--- config.mk ---
export PLATFORM = sky130hd
export DESIGN_NAME = confronto_seriale
export DESIGN_NICKNAME = d
export VERILOG_FILES = /design/src/rtl/confronto_seriale.sv
export SDC_FILE = /design/constraint.sdc
export NUM_CORES = 1
export LEC_CHECK = 0
export CAP_MARGIN = 20
export CORE_AREA = 2 2 56 58
export CTS_BUF_LIST = sky130_fd_sc_hd__clkbuf_16
export DETAILED_ROUTE_END_ITERATION = 10
export DIE_AREA = 0 0 58 60
export PLACE_DENSITY_LB_ADDON = 0.05
export SYNTH_ARGS = -nofsm -noshare
export SYNTH_HDL_FRONTEND = slang
export SYNTH_SLANG_ARGS = --single-unit
--- constraint.sdc ---
create_clock -name clock -period 2.6 [get_ports clock]
set_input_delay 0.39 -clock clock [delete_from_list [all_inputs] [get_ports clock]]
set_output_delay 0.39 -clock clock [all_outputs]
set_load 0.05 [all_outputs]
--- src/rtl/confronto_seriale.sv ---
// confronto_seriale: MSB-first N-bit magnitude comparator, W bits per cycle, unsigned or two's-complement.
// Latency: m cycles from accepted start to the done pulse (m = chunks examined, 1..N/W; equality takes N/W).
// Backpressure: ready is low while busy; start is ignored then and never queued.
module confronto_seriale #(
   parameter int N = 8,
   parameter int W = 2
) (
   input  logic         clock,
   input  logic         reset_n,
   input  logic         start,
   input  logic         signed_mode,
   input  logic [N-1:0] x,
   input  logic [N-1:0] y,
   output logic         ready,
   output logic         done,
   output logic         gt,
   output logic         eq,
   output logic         lt
);
   localparam int C  = N / W;
   localparam int KW = (C > 1) ? $clog2(C) : 1;
   localparam logic [KW-1:0] K_TOP = KW'(C - 1);

   typedef enum logic [1:0] {S_IDLE, S_RUN, S_DONE} state_t;

   state_t         state_q;
   logic [N-1:0]   xr_q, yr_q;
   logic [N-1:0]   x_d, y_d;
   logic [KW-1:0]  k_q;
   logic           done_q, gt_q, eq_q, lt_q;
   logic [W-1:0]   xc, yc;

   // Flipping the sign bit maps two's complement onto offset binary, so the chunk walk stays unsigned.
   always_comb begin
      x_d = x;
      y_d = y;
      if (signed_mode) begin
         x_d[N-1] = ~x[N-1];
         y_d[N-1] = ~y[N-1];
      end
   end

   // Chunk currently under examination; with a single chunk k_q stays at zero.
   assign xc = xr_q[int'(k_q) * W +: W];
   assign yc = yr_q[int'(k_q) * W +: W];

   // Control FSM: latch operands, walk chunks MSB-first, stop on first difference, pulse done once.
   always_ff @(posedge clock) begin
      if (!reset_n) begin
         state_q <= S_IDLE;
         xr_q    <= '0;
         yr_q    <= '0;
         k_q     <= '0;
         done_q  <= 1'b0;
         gt_q    <= 1'b0;
         eq_q    <= 1'b0;
         lt_q    <= 1'b0;
      end else begin
         done_q <= 1'b0;
         case (state_q)
            S_IDLE: begin
               if (start) begin
                  xr_q    <= x_d;
                  yr_q    <= y_d;
                  k_q     <= K_TOP;
                  gt_q    <= 1'b0;
                  eq_q    <= 1'b0;
                  lt_q    <= 1'b0;
                  state_q <= S_RUN;
               end
            end
            S_RUN: begin
               if (xc > yc) begin
                  gt_q    <= 1'b1;
                  done_q  <= 1'b1;
                  state_q <= S_DONE;
               end else if (xc < yc) begin
                  lt_q    <= 1'b1;
                  done_q  <= 1'b1;
                  state_q <= S_DONE;
               end else if (k_q == '0) begin
                  eq_q    <= 1'b1;
                  done_q  <= 1'b1;
                  state_q <= S_DONE;
               end else begin
                  k_q <= k_q - KW'(1);
               end
            end
            S_DONE: begin
               state_q <= S_IDLE;
            end
            default: begin
               state_q <= S_IDLE;
            end
         endcase
      end
   end

   assign ready = (state_q == S_IDLE);
   assign done  = done_q;
   assign gt    = gt_q;
   assign eq    = eq_q;
   assign lt    = lt_q;

endmodule

# [After elaboration in Yosys (flattened, before gate mapping)]
# Cells that the tools add are included.
[word_totals] register_bits=24 inputBits=20 out_inout_bits=5 wordCells=59
[op_classes] n_addsub=1 order_cmp=2 eq_ne=9 n_shift=2 mux=25 bitwise=2 reduce_logical=10
[ops] op="$mux W2" count=8
[ops] op="$shiftx A8 B4 Y2" count=2
[ops] op="$ne A2 B2 Y1 const B" count=7
[ops] op="$mux W1" count=12
[ops] op="$reduce_and A5 Y1" count=2
[ops] op="$pmux W2 S2" count=2
[ops] op="$pmux W1 S2" count=3
[ops] op="$reduce_and A2 Y1" count=3
[ops] op="$logic_not A2 Y1" count=2
[ops] op="$ne A4 B4 Y1 const B" count=1
[ops] op="$reduce_and A4 Y1" count=1
[ops] op="$reduce_and A3 Y1" count=1
[ops] op="$eq A2 B1 Y1 const B" count=1
[ops] op="$gt A2 B2 Y1" count=1
[ops] op="$lt A2 B2 Y1" count=1
[ops] op="$not A1 Y1" count=2
[ops] op="$reduce_bool A2 Y1" count=1
[ops] op="$sub A2 B1 Y2 const B" count=1

# [Logic depth before layout (Yosys ltp)]
[depth] word_depth=5 ltp_mapped=7 depth_no_buf=6

# [Least setup slack after synthesis]
# Ideal clock, no wire load.
[synth_timing] kind="register to register" startpoint="register k_q[0]" endpoint="register k_q[1]" setup_time_ns=0.119 arrival_ns=1.936 required_ns=2.481 slack_ns=0.545 path_stages_with_launch=7 n_path_buf=1 synth_period_minus_slack_ns=2.055 cell_sequence="dfxtp_1 buf_2 mux4_2 ha_1 nand2_1 or3_1 o221a_2"
[synth_between] elab_chain_len=5 elab_cells_between_ends=14 cone_classes="add/sub (1); order compare (2); eq/ne (3); shift (2); mux (4); reduce/logical (2)"
[synth_rtl] item="start: declaration" line="29" text="logic [KW-1:0] k_q;"
[synth_rtl] item="start signal: assignment" line="86" text="k_q <= k_q - KW'(1);"
[synth_rtl] item="parallel branches: the longest is 5 deep, another holds $lt A2 B2 Y1"
# Parallel ways; which one is timed is not known. The select of a mux whose other input is x is not followed.
# A chain may end at the register's enable or synchronous reset.

# [Final worst setup path]
# Ends and elaborated chain as after synthesis.

==> results_dict.tcl <==
set metrics [dict create \
    status "finished, final reports clean" \
    instances_no_fill 173 \
    min_period_over_period_pct 86.70 \
    post_synth_arst_share_pct 0 \
    synth_edf_count 0 \
    power.share.switching_pct 27.16 \
    slew-limit-headroom_pct 48.62 \
    clock_tree.root_cell "sky130_fd_sc_hd__clkbuf_16" \
    comb_power_share_pct 23.8 \
    gpl.final_weighted_congestion 0.8207 \
    tritoncts "yes" \
    powerDensity_nw_per_um2 684.2 \
    first_iter_violations 24 \
    critPathArrivalTime_ns 2.40 \
    netsw_uw 267.8 \
    startpoint_type "register" \
    ctsLongestPathBuffers 2 \
    yosysMostFrequentCell "sky130_fd_sc_hd__nand2_1" \
    antenna_cells_inserted 0 \
    design_area_um2 1441 \
    nNetsFinal 164 \
    crit_type "register to register" \
    syn_nets 141 \
    fin_tns_setup_ns 0 \
    power.leakage_nw 0.5671 \
    clock-skew-final_ns 0.002719 \
    synthDistinctLibCells 28 \
    layout_setup_ws_ns 0.3458 \
    die_w_um 58 \
    cts_made_buffers 3 \
    cts.clk_slew.worst_paths_ns 0.06 \
    initial_utilization_pct 38.62 \
    unrepaired_setup_endpoints_after_global_routing "false" \
    register_area_um2 480.5 \
    antenna_violating_nets_post_route 0 \
    synth_top_cell_by_area "sky130_fd_sc_hd__dfxtp_1" \
    insertion_delay_ns 0.25 \
    critPathMaxFanout 7 \
    first_pass_grt_wire_length_um 3643 \
    htree_levels 1 \
    endpoint_kind "register" \
    syn-cell-area_um2 1121 \
    io_pins 25 \
    fp.dieArea_um2 3480 \
    cts_repair_resize_count 0 \
    ir_worst_vdd_v 0.0003663 \
    total_power_uw 986.2 \
    placedCellCount 169 \
    hold_buffers 0 \
    min_path_type "register to register" \
    p_clk_share_pct 32.8 \
    report.final.hold_viol_count 0 \
    routed_wirelength_um 2055 \
    tritoncts_num_sinks 24 \
    yosys_register_bits 24 \
    achievable-frequency_mhz 443.6 \
    layout.filler_cells 291 \
    routed_via_density 4.971 \
    area_delta_synth_final_pct 28.57 \
    synth.top_cell.area_share_pct 42.86 \
    yosysSeqAreaShare_pct 42.86 \
    multi_input_comb_area_um2 585.6 \
    grt.total_usage_pct 13.86 \
    yosys-top-cells-area "sky130_fd_sc_hd__dfxtp_1, sky130_fd_sc_hd__nand2_1, sky130_fd_sc_hd__mux4_2" \
    portBuffers 24 \
    netlist_top_cells_count "sky130_fd_sc_hd__nand2_1, sky130_fd_sc_hd__dfxtp_1, sky130_fd_sc_hd__a21boi_1, sky130_fd_sc_hd__a21boi_0" \
    synth.yosys.warnings 0 \
    critPathRequiredTime_ns 2.74 \
    drt_pass1_iterations 4 \
    number_of_setup_buffers_added_after_cts 0 \
    global_route.overflow_total 0 \
    detail_route.drc_violations 0 \
    intPower_uw 718.3 \
    placement.setup.worst_slack_ns 0.3255 \
    first_global_vias 845 \
    setup_violations 0 \
    drive_above_1_share_pct 7.143 \
    sequential_power_share_pct 43.5 \
    floorplan.die.height_um 60 \
    number_of_antenna_violations_at_the_first_check_in_global_routing 0 \
    placed_cell_area_um2 1363 \
    synth.avg_cell_area_um2 9.501 \
    worst-slew-pin-transition_ns 0.7684 \
    syn-instance-count 118 \
    timing.final.crit_period_ns 2.254 \
    routed-via-count 860 \
    dpl.hpwl_um 1519 \
    timing.final.max_slew_violations 0 \
    placement_rows 20 \
    yosys_most_used_dff "sky130_fd_sc_hd__dfxtp_1" \
    drv_cap 0 \
    wl_per_cell_um 11.88 \
    grt_max_degree 26 \
    core_um2 2903 \
]
## kinds of logic after synthesis
kind of cell    share of synthesized area [%]
buf+inv                                 4.910
flops                                   42.86
fa+ha+maj                               3.349
simple gates                            21.88
mux                                     8.036
xor+xnor                                1.563
compound gates                          17.41
## cell usage in the layout (no fill, tap or decap)
master,Yosys,layout
sky130_fd_sc_hd__nand2_1,37,37
sky130_fd_sc_hd__dfxtp_1,24,24
sky130_fd_sc_hd__clkdlybuf4s50_1,0,24
sky130_fd_sc_hd__a21boi_1,9,9
sky130_fd_sc_hd__a21boi_0,7,7
sky130_fd_sc_hd__mux4_2,4,4
sky130_fd_sc_hd__inv_1,4,4
sky130_fd_sc_hd__and3_1,3,3
sky130_fd_sc_hd__ha_1,3,3
sky130_fd_sc_hd__clkbuf_16,0,3
sky130_fd_sc_hd__nor2b_1,2,2
sky130_fd_sc_hd__or3_1,2,2
sky130_fd_sc_hd__xnor2_1,2,2
sky130_fd_sc_hd__o211a_1,2,2
sky130_fd_sc_hd__nor2_1,1,1
sky130_fd_sc_hd__nor3b_4,1,1
sky130_fd_sc_hd__or3b_1,1,1
sky130_fd_sc_hd__nand2b_1,1,1
sky130_fd_sc_hd__o41ai_2,1,1
sky130_fd_sc_hd__and2_1,1,1
sky130_fd_sc_hd__and2b_1,1,1
sky130_fd_sc_hd__o221a_1,1,1
sky130_fd_sc_hd__nor4_1,1,1
sky130_fd_sc_hd__o221a_2,1,1
sky130_fd_sc_hd__o211ai_1,1,1
sky130_fd_sc_hd__o2111ai_1,1,1
sky130_fd_sc_hd__nand3_1,1,1
sky130_fd_sc_hd__clkinv_1,0,1
## power by group through the flow
stage                     registers (mW)  logic, mW  clock network [mW]
after global routing               0.436      0.260               0.353
after global placement             0.438      0.229                   0
after floorplan                    0.443      0.160                   0
after detailed placement           0.438      0.236                   0
final                              0.429      0.234               0.323
after CTS                          0.430      0.237               0.336
## worst max-delay path, cell delays in order (launching register included)
cell and delay, ns:
sky130_fd_sc_hd__dfxtp_1 0.53, sky130_fd_sc_hd__mux4_2 0.56, sky130_fd_sc_hd__ha_1 0.33, sky130_fd_sc_hd__nand2_1 0.11
sky130_fd_sc_hd__or3_1 0.38, sky130_fd_sc_hd__o221a_2 0.24
## routing by layer
metal,wire length [um],vias to the layer above,share of wire [%],GRT usage (%)
li1,-,452,-,-
met1,929,391,45,15.73
met2,1028,15,50,25.16
met3,78,2,3.8,2.597
met4,19,0,0.92,6.312
met5,0,-,0,0
## final cells by class
cell class / count / area share [%]
timing repair buffer: 24 / 16.67
clock buffer: 3 / 5.208
inverter: 4 / 1.042
clock inverter: 1 / 0.2604
tap: 33 / 2.865
sequential: 24 / 33.33
multi-input combinational: 84 / 40.63
## per-stage QoR
stage                     util [%]  hold WS (ns)
after floorplan                  -        0.4319
after global placement       46.94        0.4398
after detailed placement     46.94        0.4456
after CTS                    49.66        0.4540
after global routing         49.66        0.4637
final                        49.66        0.4496
## flip-flops by register name (all words and copies together), names as in the netlist
register,flops
xr_q,8
yr_q,8
k_q,2
state_q,2
done,1
eq,1
gt,1
lt,1
## path summary, 6_finish.rpt
path	depth (start not counted)	startpoint	slack [ns]	end
worst max-delay path	5	k_q[0]	0.35	k_q[1]
worst min register to register	2	yr_q[3]	0.45	yr_q[3]
worst min-delay path	2	yr_q[3]	0.45	yr_q[3]
worst max register to register	5	k_q[0]	0.35	k_q[1]
(Power assumes the default switching activity.)
